$ cat config.mk
export PLATFORM = sky130hd
export DESIGN_NAME = poly_eval_seq
export DESIGN_NICKNAME = d
export VERILOG_FILES = /design/src/rtl/poly_eval_seq.sv
export SDC_FILE = /design/constraint.sdc
export NUM_CORES = 1
export LEC_CHECK = 0
export CORE_ASPECT_RATIO = 0.7
export CORE_MARGIN = 2
export CORE_UTILIZATION = 54
export CTS_CLUSTER_SIZE = 8
export DETAILED_ROUTE_END_ITERATION = 8
export PLACE_DENSITY = 0.76
export REMOVE_ABC_BUFFERS = 1
export SETUP_SLACK_MARGIN = 0.5
export SLEW_MARGIN = 15
export SYNTH_ARGS = -nofsm -noshare
export SYNTH_HDL_FRONTEND = slang
export SYNTH_SLANG_ARGS = --single-unit
$ cat constraint.sdc
create_clock -name clk -period 4.8 [get_ports clk]
set_input_delay 0.96 -clock clk [delete_from_list [all_inputs] [get_ports clk]]
set_output_delay 0.96 -clock clk [all_outputs]
set_load 0.005 [all_outputs]
$ cat src/rtl/poly_eval_seq.sv
// rtl/poly_eval_seq.sv - sequential Horner-rule polynomial evaluator
//
// Evaluates y = a_N*x^N + ... + a_1*x + a_0 mod 2^DATA_W with one multiply-add
// per clock. Coefficients (a_N first) and then x are entered one word per load
// strobe on data_in. With keep_coef=1 in the final compute cycle the stored
// coefficients are reused and only a new x is expected.
//
// Optional feature macro: POLY_OVF_FLAG_EN (adds the sticky overflow output).
//
// Ports:
//   clk         in   system clock, rising edge
//   reset       in   synchronous active-high reset
//   data_in     in   coefficient or x word (DATA_W)
//   load        in   capture data_in this cycle; ignored while busy
//   keep_coef   in   sampled in the final compute cycle; 1 = reuse coefficients
//   load_ready  out  1 while a coefficient or x word can be loaded
//   busy        out  1 while computing
//   expect_x    out  1 while the next load is taken as x
//   done        out  one-cycle pulse when data_result is updated
//   data_result out  last result, held until the next done or reset (DATA_W)
//   overflow    out  (POLY_OVF_FLAG_EN only) some intermediate t exceeded DATA_W bits

module poly_eval_seq #(
    parameter int DATA_W = 8,
    parameter int DEGREE = 3,
    parameter int IDX_W  = 4
) (
    input  logic              clk,
    input  logic              reset,
    input  logic [DATA_W-1:0] data_in,
    input  logic              load,
    input  logic              keep_coef,
    output logic              load_ready,
    output logic              busy,
    output logic              expect_x,
    output logic              done,
`ifdef POLY_OVF_FLAG_EN
    output logic              overflow,
`endif
    output logic [DATA_W-1:0] data_result
);

    typedef enum logic [1:0] {
        S_LOAD_COEF = 2'd0,
        S_LOAD_X    = 2'd1,
        S_COMPUTE   = 2'd2
    } state_t;

    state_t state;
    state_t next_state;

    logic [DATA_W-1:0] coef [0:DEGREE];
    logic [DATA_W-1:0] x;
    logic [DATA_W-1:0] acc;
    logic [IDX_W-1:0]  idx;

    // Control strobes decoded by the FSM for the datapath
    logic cap_coef;
    logic cap_x;
    logic step;
    logic last_step;

    // coef[idx], selected by comparison so the index width never has to match
    // the array depth
    logic [DATA_W-1:0] coef_sel;

    always_comb begin
        coef_sel = '0;
        for (int i = 0; i <= DEGREE; i++) begin
            if (idx == IDX_W'(i)) begin
                coef_sel = coef[i];
            end
        end
    end

    // Horner step. Only the low DATA_W bits are architecturally kept; the
    // overflow build needs the full 2*DATA_W+1 bit sum to see any carry out.
    logic [DATA_W-1:0] t_lo;
`ifdef POLY_OVF_FLAG_EN
    localparam int T_W = 2 * DATA_W + 1;
    logic [T_W-1:0]    t_full;
    logic              t_big;

    always_comb begin
        t_full = T_W'(acc) * T_W'(x) + T_W'(coef_sel);
        t_lo   = t_full[DATA_W-1:0];
        t_big  = |t_full[T_W-1:DATA_W];
    end
`else
    always_comb begin
        t_lo = acc * x + coef_sel;
    end
`endif

    // State register
    always_ff @(posedge clk) begin
        if (reset) begin
            state <= S_LOAD_COEF;
        end else begin
            state <= next_state;
        end
    end

    // Next state, status outputs and datapath strobes
    always_comb begin
        next_state = state;
        load_ready = 1'b0;
        busy       = 1'b0;
        expect_x   = 1'b0;
        cap_coef   = 1'b0;
        cap_x      = 1'b0;
        step       = 1'b0;
        last_step  = 1'b0;
        case (state)
            S_LOAD_COEF: begin
                load_ready = 1'b1;
                if (load) begin
                    cap_coef = 1'b1;
                    if (idx == '0) begin
                        next_state = S_LOAD_X;
                    end
                end
            end
            S_LOAD_X: begin
                load_ready = 1'b1;
                expect_x   = 1'b1;
                if (load) begin
                    cap_x      = 1'b1;
                    next_state = S_COMPUTE;
                end
            end
            S_COMPUTE: begin
                // load is deliberately not looked at here: it is dropped
                busy = 1'b1;
                step = 1'b1;
                if (idx == '0) begin
                    last_step  = 1'b1;
                    next_state = keep_coef ? S_LOAD_X : S_LOAD_COEF;
                end
            end
            default: begin
                next_state = S_LOAD_COEF;
            end
        endcase
    end

    // Datapath registers
    always_ff @(posedge clk) begin
        if (reset) begin
            for (int i = 0; i <= DEGREE; i++) begin
                coef[i] <= '0;
            end
            x           <= '0;
            acc         <= '0;
            idx         <= IDX_W'(DEGREE);
            data_result <= '0;
            done        <= 1'b0;
`ifdef POLY_OVF_FLAG_EN
            overflow    <= 1'b0;
`endif
        end else begin
            done <= last_step;

            if (cap_coef) begin
                for (int i = 0; i <= DEGREE; i++) begin
                    if (idx == IDX_W'(i)) begin
                        coef[i] <= data_in;
                    end
                end
                // idx stays at 0 after a_0; the x capture reloads it anyway
                if (idx != '0) begin
                    idx <= idx - 1'b1;
                end
            end

            if (cap_x) begin
                x   <= data_in;
                acc <= coef[DEGREE];
                idx <= IDX_W'(DEGREE - 1);
`ifdef POLY_OVF_FLAG_EN
                overflow <= 1'b0;
`endif
            end

            if (step) begin
                acc <= t_lo;
`ifdef POLY_OVF_FLAG_EN
                if (t_big) begin
                    overflow <= 1'b1;
                end
`endif
                if (last_step) begin
                    data_result <= t_lo;
                    // Ready for a fresh coefficient load; when coefficients
                    // are kept, the x capture overwrites idx before use
                    idx         <= IDX_W'(DEGREE);
                end else begin
                    idx <= idx - 1'b1;
                end
            end
        end
    end

endmodule

### After elaboration in Yosys (flattened, before gate mapping)

Memory sizes are Yosys's and may differ from the RTL's.
Cells that the tools add are included.

| storage, ports and cells | value |
|---|---|
| flip-flop bits (word level) | 31 |
| memories kept | 1 |
| bits in latches | 0 |
| bits of input ports | 12 |
| RAM bits | 32 |
| word-level logic and storage cells | 79 |
| output and inout bits | 12 |
| memory bits (read-only) | 0 |

Memory list:

| name | words | bits a word | rd ports | clocked after memory_dff | wr ports | RTL line | text |
|---|---|---|---|---|---|---|---|
| coef | 4 | 8 | 4 | 0 | 4 | 52 | `logic [DATA_W-1:0] coef [0:DEGREE];` |

| operators by class | value |
|---|---|
| equality and inequality tests | 9 |
| bitwise gates (word level) | 4 |
| reductions and logical operators | 10 |
| shift operators | 0 |
| multiplexer cells | 46 |
| $mul | 1 |
| order comparisons | 0 |
| $add $sub $neg | 2 |
| divide/modulo/power cells | 0 |

Operator list:

| cell | count |
|---|---|
| 2-to-1 mux 8 bit | 10 |
| 2-to-1 mux 1 bit | 26 |
| 2-to-1 mux 4 bit | 5 |
| adder 8 bit | 1 |
| == test 4 x 2 -> 1 bit, second input constant | 2 |
| multiplier 8 x 8 -> 8 bit | 1 |
| 2-to-1 mux 2 bit | 4 |
| inequality test 2 bit, second input constant | 4 |
| case mux 2 bit (3 select lines) | 1 |
| nonzero test 3 bit | 2 |
| == test 4 x 1 -> 1 bit, second input constant | 1 |
| zero test 4 bit | 1 |
| OR 1 bit | 4 |
| AND reduction 2 bit | 2 |
| AND reduction 4 bit | 1 |
| nonzero test 4 bit | 1 |
| subtractor 4 x 1 -> 4 bit, second input constant | 1 |
| == test 2 x 1 -> 1 bit, second input constant | 1 |
| == test 2 bit, second input constant | 1 |
| zero test 2 bit | 1 |
| nonzero test 2 bit | 1 |
| OR reduction 2 bit | 1 |

### Longest topological paths before layout

| logic depth | value |
|---|---|
| depth after elaboration | 7 |
| gate-level depth with buffers | 27 |
| gate-level depth less buffers | 26 |

### Worst setup path before layout

Ideal clock, no wire load.

| timing | value |
|---|---|
| path type | reg2reg |
| start | register idx[1] |
| end | register acc[7] |
| path buffers | 1 |
| library setup time | 122 ps |
| cell stages (with the launch flop) | 22 |
| required time | 4678 ps |
| clock period less this slack | 4514 ps |
| slack | 286 ps |
| arrival time | 4392 ps |
| cell sequence | dfxtp_1 inv_1 ha_1 clkbuf_1 nor2_1 a21oi_1 nor2_1 a21oi_1 o21ai_0 nand2_1 fa_1 fa_1 inv_1 fa_1 fa_1 xnor2_1 xnor2_1 xnor2_1 xnor2_1 xnor3_1 nand2_1 a31oi_1 |

| on the way | value |
|---|---|
| cells in the longest elaborated chain, start to end | 7 |
| elaborated cells on any way between the ends | 10 |
| those cells by class | add/sub (1); eq/ne (3); mux (5); reduce/logical (1) |

RTL lines:

| what | RTL line | text |
|---|---|---|
| start: declaration | 55 | `logic [IDX_W-1:0] idx;` |
| start signal: assignment | 155 | `idx <= IDX_W'(DEGREE);` |
| start signal: assignment | 172 | `idx <= idx - 1'b1;` |
| start signal: assignment | 179 | `idx <= IDX_W'(DEGREE - 1);` |
| zero test 4 bit | 70 | `if (idx == IDX_W'(i)) begin` |
| 2-to-1 mux 8 bit (3 in series) | 70 |  |
| 2-to-1 mux 8 bit (*) | 70 |  |
| adder 8 bit (*) | 91 | `t_lo = acc * x + coef_sel;` |
| 2-to-1 mux 8 bit (*) | 185 | `if (step) begin` |
| end signal: assignment | 178 | `acc <= coef[DEGREE];` |
| end signal: assignment | 186 | `acc <= t_lo;` |
| end: declaration | 54 | `logic [DATA_W-1:0] acc;` |

Mark *: on every way between the ends. The rest lies on a longest branch, timed or not.
A chain may end at the register's enable or synchronous reset.

### Worst setup path in the final report

| timing | value |
|---|---|
| start | register idx[0] |
| end | register data_result[7] |

| on the way | value |
|---|---|
| cells in the longest elaborated chain, start to end | 6 |
| elaborated cells on any way between the ends | 12 |
| those cells by class | add/sub (1); eq/ne (3); mux (6); reduce/logical (2) |

RTL lines:

| what | RTL line | text |
|---|---|---|
| zero test 4 bit | 70, 136 |  |
| 2-to-1 mux 8 bit (4 in series) | 70 |  |
| adder 8 bit | 91 |  |
| end signal: assignment | 193 | `data_result <= t_lo;` |
| end: declaration | 40 | `output logic [DATA_W-1:0] data_result` |

Several ways; a longest one is shown, not always the timed one.

==> flow_metrics.env <==
export IMPL_worstSetupPathType="flip-flop to flip-flop"
export IMPL_synth_ff_type="edfxtp_1"
export IMPL_viasPerCell=5.58
export IMPL_grt_total_usage=0.262
export IMPL_async_reset_ff_frac=0
export IMPL_synth_edf_count=32
export IMPL_wl_per_cell_um=17.1
export IMPL_clk_pin_slew_ns=0.07
export IMPL_cts_path_max_buffers=2
export IMPL_drive_gt1_frac=0.184
export IMPL_period_minus_slack_ns=4.53
export IMPL_die_area_um2=7890
export IMPL_crit_required_ns=5.03
export IMPL_worst_setup_path_end_kind="flip-flop"
export IMPL_grt_pass1_vias=3070
export IMPL_rsz0062_at_grt="yes"
export IMPL_die_w_um=105
export IMPL_peakVddDrop_mv=0.169
export IMPL_drv_cap=0
export IMPL_crit_end="data_result[7]"
export IMPL_clockRootBuffer="clkbuf_8"
export IMPL_drc=0
export IMPL_cp_startpoint="idx[0]"
export IMPL_synthCells=418
export IMPL_grt_pass1_wl_um=15400
export IMPL_numCtsBuffers=9
export IMPL_period_share=0.944
export IMPL_worstReg2RegEnd="data_result[7]"
export IMPL_firstDrtPassIters=5
export IMPL_place_area_um2=4190
export IMPL_setup_viol=0
export IMPL_hold_viol=0
export IMPL_ios=24
export IMPL_fill_cells=539
export IMPL_avgSynthCellArea_um2=9.29
export IMPL_num_nets_final=508
export IMPL_place_ws_ns=-0.0473
export IMPL_antenna_found_initial=0
export IMPL_cts_sinks=63
export IMPL_path_max_fanout=4
export IMPL_skew_ns=0.0111
export IMPL_rrSetupSlack_ns=0.27
export IMPL_cp_arrival_ns=4.76
export IMPL_yosysUniqueCellTypes=39
export IMPL_r2r_cells=22
export IMPL_cts_tree="built"
export IMPL_gr_total_overflow=0
export IMPL_ys_ff_latch=63
export IMPL_rows=25
export IMPL_routed_wl_um=9490
export IMPL_seq_area_frac_synth=0.407
export IMPL_critPathLaunchType="flip-flop"
export IMPL_syn_cell_area_um2=3880
export IMPL_outcome="finished clean"
export IMPL_layout_setup_ws_ns=0.267
export IMPL_dp_hpwl_um=6610
export IMPL_die_h_um=74.9
export IMPL_final_core_util=0.684
export IMPL_leakage_uw=0.00198
export IMPL_drt_initial_drc_count=232
export IMPL_drv_slew=0
export IMPL_antenna_cells=0
export IMPL_synthToLayoutAreaGrowth_pct=20.7
export IMPL_power_density_nw_per_um2=263
export IMPL_clk_latency_ns=0.35
export IMPL_fin_area_um2=4690
export IMPL_coreArea_um2=6850
export IMPL_portBuffers=23
export IMPL_holdBufCountCts=0
export IMPL_yosysWarningCount=0
export IMPL_cts_htree_levels=3
export IMPL_r2r_start="idx[0]"
export IMPL_grt_max_degree=26
export IMPL_start_util=0.567
export IMPL_worst_slew_pin_slew_ns=0.889
export IMPL_drtAntennaViolNets=0
export IMPL_relSlewSlack=0.405
export IMPL_hold_path_class="flip-flop to flip-flop"
export IMPL_via_count=3097
export IMPL_gp_congestion=0.857
export IMPL_fmax_mhz=221
-- metal layers --
metal | track usage | wire length [µm] | up-vias
li1 | - | - | 1465
met1 | 0.366 | 4470 | 1492
met2 | 0.410 | 4090 | 124
met3 | 0.0667 | 777 | 16
met4 | 0.0741 | 147 | 0
met5 | 0 | 0 | -
-- cell type report --
class,count,area (µm²),share of cell area
Inverter,33,131,0.0280
Clock buffer,13,180,0.0385
Multi-Input combinational cell,302,2220,0.474
Timing Repair Buffer,47,434,0.0927
Tap cell,94,118,0.0251
Sequential cell,63,1590,0.339
Clock inverter,3,15.0,0.00320
-- cells in the final DEF, fill, tap and decap left out, types with 4 or more instances in the layout --
cell	count
clkdlybuf4s50_1	23
ha_1	13
xor2_1	4
o21ai_0	4
dfxtp_1	29
inv_2	5
nor3_1	4
nand2_1	81
clkbuf_8	11
and2_2	5
a22oi_1	7
and3_1	24
a21oi_1	34
edfxtp_1	32
inv_1	26
xnor2_1	12
nor2_1	22
ha_4	7
fa_1	14
o21ai_1	5
fa_2	4
and2_1	19
a21oi_2	5
a21o_1	5
buf_4	20
-- cells by family after synthesis --
logic type,count (synthesis),synth area share
buf+inv,53,0.0616
simple gates,175,0.216
flops,63,0.407
mux,3,0.00774
compound gates,65,0.0954
xor+xnor,19,0.0484
fa+ha+maj,40,0.164
-- how the worst min path moves through the flow --
stage                           to           start  cells past startpoint  slack, ns
detailed placement  data_result[3]  data_result[3]                      2       0.45
finish              data_result[5]  data_result[5]                      2       0.46
global placement    data_result[0]  data_result[0]                      2       0.45
floorplan                     x[7]            x[7]                      2       0.44
CTS                 data_result[5]  data_result[5]                      2       0.46
global route        data_result[1]  data_result[1]                      2       0.49
-- registers in the layout, summed over array words and instances (netlist names) --
signal       flops
done             1
idx              4
state            2
acc              8
coef            32
x                8
data_result      8
-- synthesized netlist by cell type, types with 2 or more instances --
cell type,n,share of area
a21o_1,5,0.0097
a21oi_1,39,0.050
a22oi_1,7,0.014
and2_1,19,0.031
and2_2,5,0.0097
and3_1,24,0.039
buf_2,2,0.0026
buf_4,2,0.0039
buf_6,4,0.012
clkbuf_1,12,0.012
dfxtp_1,31,0.16
edfxtp_1,32,0.25
fa_1,18,0.093
ha_1,22,0.071
inv_1,33,0.032
mux2i_1,3,0.0077
nand2_1,81,0.078
nand2_2,2,0.0032
nand2b_1,3,0.0048
nor2_1,26,0.025
nor2b_1,2,0.0032
nor3_1,5,0.0064
nor4_1,2,0.0032
o21ai_0,9,0.012
xnor2_1,13,0.029
xor2_1,4,0.0090
-- power by group --
part / leakage (µW) / total (µW) / switching, µW / internal (µW)
clock network: 0.000104 / 446 / 202 / 244
logic: 0.00129 / 186 / 104 / 81.8
registers: 0.000585 / 600 / 12.6 / 588
-- worst max-delay path: stages, from the launching register on --
cell and delay (ns):
dfxtp_4 0.39, inv_6 0.05, buf_12 0.12, ha_4 0.17, buf_6 0.13, nor2_4 0.07, a21oi_2 0.04, o21ai_1 0.20
nand2_1 0.15, fa_1 0.54, inv_1 0.05, fa_1 0.47, ha_4 0.29, inv_2 0.03, fa_1 0.50, fa_2 0.41
inv_1 0.06, a21o_1 0.11, a21oi_2 0.05, xnor2_1 0.15, xnor3_1 0.25, nor2_1 0.10, nor3_1 0.06
-- metrics by stage --
stage,hold WS (ns),power [µW],std cells,setup TNS [ns]
global placement,0.449,748,525,0
floorplan,0.442,693,398,0
global route,0.490,1280,555,0
finish,0.459,1230,555,0
detailed placement,0.454,752,525,-0.0918
CTS,0.464,1220,551,0
-- repair_timing --
action / in CTS / in global routing
endpoints found under the setup margin: 7 / 7
resized for setup: 34 / 20
endpoints found under the hold margin: 0 / 0
pin swaps: 22 / 32
buffers inserted: 10 / 4
Power figures use the tool's default switching activity.
